[config.mk]
export PLATFORM = sky130hd
export DESIGN_NAME = display_scan_mux
export DESIGN_NICKNAME = d
export VERILOG_FILES = /design/src/rtl/clock_pkg.sv /design/src/rtl/scan_next_sel.sv /design/src/rtl/display_scan_mux.sv
export SDC_FILE = /design/constraint.sdc
export NUM_CORES = 1
export LEC_CHECK = 0
export BUFFER_PORTS_ARGS = -buffer_cell sky130_fd_sc_hd__buf_2
export CAP_MARGIN = 20
export CORE_MARGIN = 2
export CORE_UTILIZATION = 49
export DETAILED_ROUTE_END_ITERATION = 10
export PLACE_DENSITY = 0.76
export SLEW_MARGIN = 25
export SYNTH_ARGS = -nofsm -noshare
export SYNTH_HDL_FRONTEND = slang
export SYNTH_SLANG_ARGS = --single-unit
[constraint.sdc]
create_clock -name clk -period 2.2 [get_ports clk]
set_input_delay 0.33 -clock clk [delete_from_list [all_inputs] [get_ports clk]]
set_output_delay 0.33 -clock clk [all_outputs]
set_load 0.01 [all_outputs]
[src/rtl/clock_pkg.sv]
// Shared types and helpers for the multiplexed display scanner.
// onehot() returns a wide vector; callers size-cast it down to their channel count.
package clock_pkg;

    typedef enum logic [1:0] {
        IDLE  = 2'd0,
        BLANK = 2'd1,
        SHOW  = 2'd2
    } scan_state_t;

    localparam int MAX_CHANNELS = 32;

    function automatic logic [MAX_CHANNELS-1:0] onehot(input int unsigned idx);
        logic [MAX_CHANNELS-1:0] v;
        v = {{(MAX_CHANNELS-1){1'b0}}, 1'b1} << idx;
        return v;
    endfunction

endpackage

[src/rtl/scan_next_sel.sv]
// Rotate-priority search for the next enabled channel after sel_i, wrapping at CHANNELS-1.
// When only sel_i itself is enabled, the search comes back round and returns sel_i.
module scan_next_sel #(
    parameter int CHANNELS = 4,
    parameter int SEL_W    = 2
) (
    input  logic [SEL_W-1:0]    sel_i,
    input  logic [CHANNELS-1:0] mask_i,
    output logic [SEL_W-1:0]    next_sel_o,
    output logic                any_enabled_o
);

    logic [SEL_W-1:0] cand;
    logic             found;

    always_comb begin
        next_sel_o    = sel_i;
        any_enabled_o = |mask_i;
        cand          = sel_i;
        found         = 1'b0;
        for (int n = 0; n < CHANNELS; n++) begin
            cand = (cand == SEL_W'(CHANNELS - 1)) ? '0 : cand + SEL_W'(1);
            if (!found && mask_i[cand]) begin
                next_sel_o = cand;
                found      = 1'b1;
            end
        end
    end

endmodule

[src/rtl/display_scan_mux.sv]
// Time-multiplexed N-channel digit selector: scan counter, channel mask,
// anti-ghosting blank interval and registered one-hot digit enables.
module display_scan_mux
    import clock_pkg::*;
#(
    parameter int WIDTH        = 4,
    parameter int CHANNELS     = 4,
    parameter int PRESCALE     = 1000,
    parameter int BLANK_CYCLES = 2,
    parameter int SEL_W        = (CHANNELS > 1) ? $clog2(CHANNELS) : 1
) (
    input  logic                      clk,
    input  logic                      rst_n,
    input  logic                      en,
    input  logic [CHANNELS*WIDTH-1:0] data_i,
    input  logic [CHANNELS-1:0]       ch_mask_i,
    output logic [WIDTH-1:0]          data_o,
    output logic [SEL_W-1:0]          sel_o,
    output logic [CHANNELS-1:0]       an_o,
    output logic                      slot_o
);

    localparam int PW = (PRESCALE > 1) ? $clog2(PRESCALE) : 1;
    localparam logic [PW-1:0] PRESC_LAST = PW'(PRESCALE - 1);
    localparam logic [PW-1:0] BLANK_LAST = PW'(BLANK_CYCLES - 1);
    // With no blank interval a new slot lands directly in SHOW.
    localparam scan_state_t SLOT_START = (BLANK_CYCLES == 0) ? SHOW : BLANK;

    scan_state_t         state_q, state_d;
    logic [PW-1:0]       presc_q, presc_d;
    logic [SEL_W-1:0]    sel_q, sel_d;
    logic [WIDTH-1:0]    data_q, data_d;
    logic [CHANNELS-1:0] an_q, an_d;
    logic                slot_q, slot_d;

    logic [SEL_W-1:0]    next_sel;
    logic                any_enabled;
    logic [WIDTH-1:0]    data_sel;

    scan_next_sel #(
        .CHANNELS (CHANNELS),
        .SEL_W    (SEL_W)
    ) u_next_sel (
        .sel_i         (sel_q),
        .mask_i        (ch_mask_i),
        .next_sel_o    (next_sel),
        .any_enabled_o (any_enabled)
    );

    always_comb begin
        data_sel = '0;
        for (int k = 0; k < CHANNELS; k++) begin
            if (sel_q == SEL_W'(k)) begin
                data_sel = data_i[k*WIDTH +: WIDTH];
            end
        end
    end

    always_comb begin
        state_d = state_q;
        presc_d = presc_q;
        sel_d   = sel_q;
        data_d  = data_q;
        an_d    = '0;
        slot_d  = 1'b0;

        if (!en) begin
            state_d = IDLE;
            presc_d = '0;
        end else begin
            data_d = data_sel;
            case (state_q)
                IDLE: begin
                    state_d = SLOT_START;
                    presc_d = '0;
                    slot_d  = 1'b1;
                end
                default: begin
                    if (presc_q == PRESC_LAST) begin
                        state_d = SLOT_START;
                        presc_d = '0;
                        slot_d  = 1'b1;
                        if (any_enabled) begin
                            sel_d = next_sel;
                        end
                    end else begin
                        presc_d = presc_q + PW'(1);
                        if (state_q == BLANK && presc_q == BLANK_LAST) begin
                            state_d = SHOW;
                        end
                    end
                end
            endcase
            // Enables are computed from the next state so an_o lines up with state_q.
            if (state_d == SHOW && ch_mask_i[sel_d]) begin
                an_d = CHANNELS'(onehot(int'(sel_d)));
            end
        end
    end

    always_ff @(posedge clk or negedge rst_n) begin
        if (!rst_n) begin
            state_q <= IDLE;
            presc_q <= '0;
            sel_q   <= '0;
            data_q  <= '0;
            an_q    <= '0;
            slot_q  <= 1'b0;
        end else begin
            state_q <= state_d;
            presc_q <= presc_d;
            sel_q   <= sel_d;
            data_q  <= data_d;
            an_q    <= an_d;
            slot_q  <= slot_d;
        end
    end

    assign data_o = data_q;
    assign sel_o  = sel_q;
    assign an_o   = an_q;
    assign slot_o = slot_q;

endmodule

==> flow_summary.toml <==
[clock_tree]
cts-htree-levels = 1
insertion_delay_ps = 310
numCtsBuffers = 3
cts_tree = "built"
cts-root-buf = "clkbuf_4"
cts_buffer_depth = 2
cts.sinks = 23
path_clk_slew_ps = 120

[place]
dpl.cell_count = 255
gp_congestion = 0.876
dp.final_hpwl_um = 2710
numPortBuffers = 33
post-place-ws_ps = -20.5

[critical_path]
cp.required_ps = 2410
cp_max_fo = 10
slowest_stage = "dfrtp_1"
crit_cells = 8
crit_path_start_kind = "flip-flop"
critical_path_buf_inv_count = 2
cp_slowest_stage_delay_ps = 430
r2r_cells = 8
critPathTopFamily = "compound AO/OA/AOI/OAI gates"
worstSetupPathType = "reg2reg"
cp.arrival_ps = 2400
crit_chain = "clkinvlp_4 -> ha_4 -> nor3_4 -> buf_4 -> o311a_2 -> o21ai_2 -> a31oi_4 -> mux2_4"
critPathCaptureType = "flip-flop"

[synth]
synth_largest_area_cell = "dfrtp_1"
synthSimpleGateAreaFrac = 0.260
synth_fa_ha_area_frac = 0.0473
synth_area_leaders = "dfrtp_1 (36%), nor2_1 (6.4%), a21oi_1 (5.7%)"
synth_xor_area_frac = 0.0441
ys_ff_latch = 23
synthDistinctLibCells = 54
syn_inst = 174
synth_fp_nets = 203
syn_avg_cell_area_um2 = 9.13
synth_top_family_by_area = "simple AND/OR/NAND/NOR gates"
synth-seq-area-share = 0.362
ys.flop_type = "dfrtp_1"
syn-cell-area_um2 = 1590
muxShareOfSynthArea = 0.0567
synth-edff-count = 0
synth_most_common_cell = "nor2_1"
synth-async-reset-ratio = 1.00
yosys_warnings = 0
synth-compound-area-share = 0.182
synth_top_cell_area_share = 0.362
ys_top_cells_by_count = "nor2_1 (27), dfrtp_1 (23), a21oi_1 (18)"

[global_route]
grt_pass1_vias = 1241
gr-usage-all-layers = 0.200
overflow = 0
grt_pass1_wl_um = 5580
grt_max_degree = 24
grt_antenna_before_repair = 0

[power]
cellLeakagePower_nw = 0.897
clockPowerShare = 0.131
cell_internal_pwr_w = 0.000893
p_sw_frac = 0.389
p_sw_w = 0.000568
combPwrFrac = 0.533
worst_ir_drop_vdd_mv = 0.309
pwr-share-seq = 0.336
powerDensity_nw_per_um2 = 732

[timing]
clock.fmax_mhz = 457
post-route-period-util = 0.995
hold_violations = 0
setup-violations-final = 0
tightest_slew_ps = 491
fin_crit_ps = 2190
finClkSkew_ps = 1.28
maxSlewViolCount = 0
relSlewSlack = 0.672
setup_ws_ps = 10.0
rsz0062_at_grt = "yes"

[route]
drt-initial-drc-count = 43
avgRoutedWirePerCell_um = 14.4
drc = 0
wirelength_um = 3770
vias_per_cell = 5.57
ant_nets = 0
vias = 1455
first_pass_iters = 4

[floorplan]
dieWidth_um = 60.9
fp.coreArea_um2 = 3080
ioPinCount = 34
rows = 20
die_area_um2 = 3710
start_util = 0.516
die_h_um = 60.9

[cells_and_area]
nNetsFinal = 247
area_delta_synth_final_pct = 25.8
seq_area_um2 = 576
final_cells = 261
fill_cells = 259
num_antenna_cells = 0
drive_above_1_share = 0.359
multi_input_area_um2 = 1010

[min_path]
hold_depth = 3
hp-class = "in2reg"

[job]
cap_violations = 0

[run_status]
status = "complete, no violations"
worst reg2reg max path, cell delays in order, from the launching register on:
cell        delay (ps)
dfrtp_1            430
clkinvlp_4         130
ha_4               350
nor3_4              70
buf_4              150
o311a_2            370
o21ai_2            180
a31oi_4            120
mux2_4             270
logic make-up (layout without fill, tap and decap cells):
group                      after synthesis  in the layout
and+or+nand+nor                         76             76
AOI/OAI and AO/OA                       39             39
DFF                                     23             23
buffers and inverters                   15             58
xor gates and xnor gates                 8              8
muxes                                    7              7
adders and majority gates                6              6
worst paths after layout:
path	slack (ps)	end	startpoint
min	310	data_o[1]	data_i[13]
max	10	sel_o[1]	sel_o[0]
min reg2reg	530	data_o[1]	data_o[1]
max in group asynchronous	1370	data_o[2]	rst_n
min in group asynchronous	500	presc_q[6]	rst_n
max reg2reg	10	sel_o[1]	sel_o[0]
power groups by stage:
stage | clock (W) | combinational [W] | sequential (W)
floorplan | 0 | 0.000459 | 0.000522
global placement | 0 | 0.000663 | 0.000498
detailed placement | 0 | 0.000688 | 0.000499
CTS | 0.000196 | 0.000709 | 0.000492
global route | 0.000213 | 0.000845 | 0.000497
finish | 0.000191 | 0.000779 | 0.000492
registers in the layout, indices dropped and copies added, names as in the netlist:
name and cells:
presc_q 10, an_o 4, data_o 4, sel_o 2, state_q 2, slot_o 1
layer usage:
metal  vias to the layer above  global-route usage  routed length (um)
met1                       684               0.261                1740
met3                         0              0.0362                 197
li1                        714                   -                   -
met4                         0              0.0217                   0
met2                        57               0.358                1830
met5                         -                   0                   0
layout by cell type (no fill, tap or decap), types with 3 or more instances in the layout:
cell	netlist	layout
buf_2	3	33
nor2_1	27	26
dfrtp_1	23	23
a21oi_1	18	16
buf_4	1	13
nand2_1	11	11
nand3b_1	5	5
nand3_1	5	5
xnor2_1	5	5
inv_1	5	4
nor3_1	5	4
and3_1	4	4
nor2b_1	4	4
ha_1	6	4
mux2i_1	3	3
a21oi_2	1	3
xor2_1	3	3
clkbuf_4	1	3
stage by stage:
step | setup TNS, ps | hold slack, ps | area (um2) | power [W] | util
after CTS | 0 | 314 | 1940 | 0.00140 | 0.631
final | 0 | 314 | 2000 | 0.00146 | 0.649
after detailed placement | -27.9 | 325 | 1890 | 0.00119 | 0.614
after global placement | 0 | 321 | 1890 | 0.00116 | 0.614
after floorplan | -219 | 34.4 | 1610 | 0.000982 | -
after global routing | -202 | 309 | 2000 | 0.00155 | 0.649
repair_timing:
action / in CTS / in global routing
resized for setup: 4 / 9
endpoints found under the hold margin: 23 / 0
buffers inserted: 0 / 1
endpoints found under the setup margin: 3 / 6
hold buffers: 1 / 0
pin swaps: 1 / 2
layout make-up:
class / count / area share
clock buffer: 3 / 0.0113
clock inverter: 1 / 0.00251
inverter: 5 / 0.0113
multi-input combinational: 136 / 0.507
sequential: 23 / 0.288
tap: 44 / 0.0276
timing repair buffer: 49 / 0.152
(Power assumes the default switching activity.)
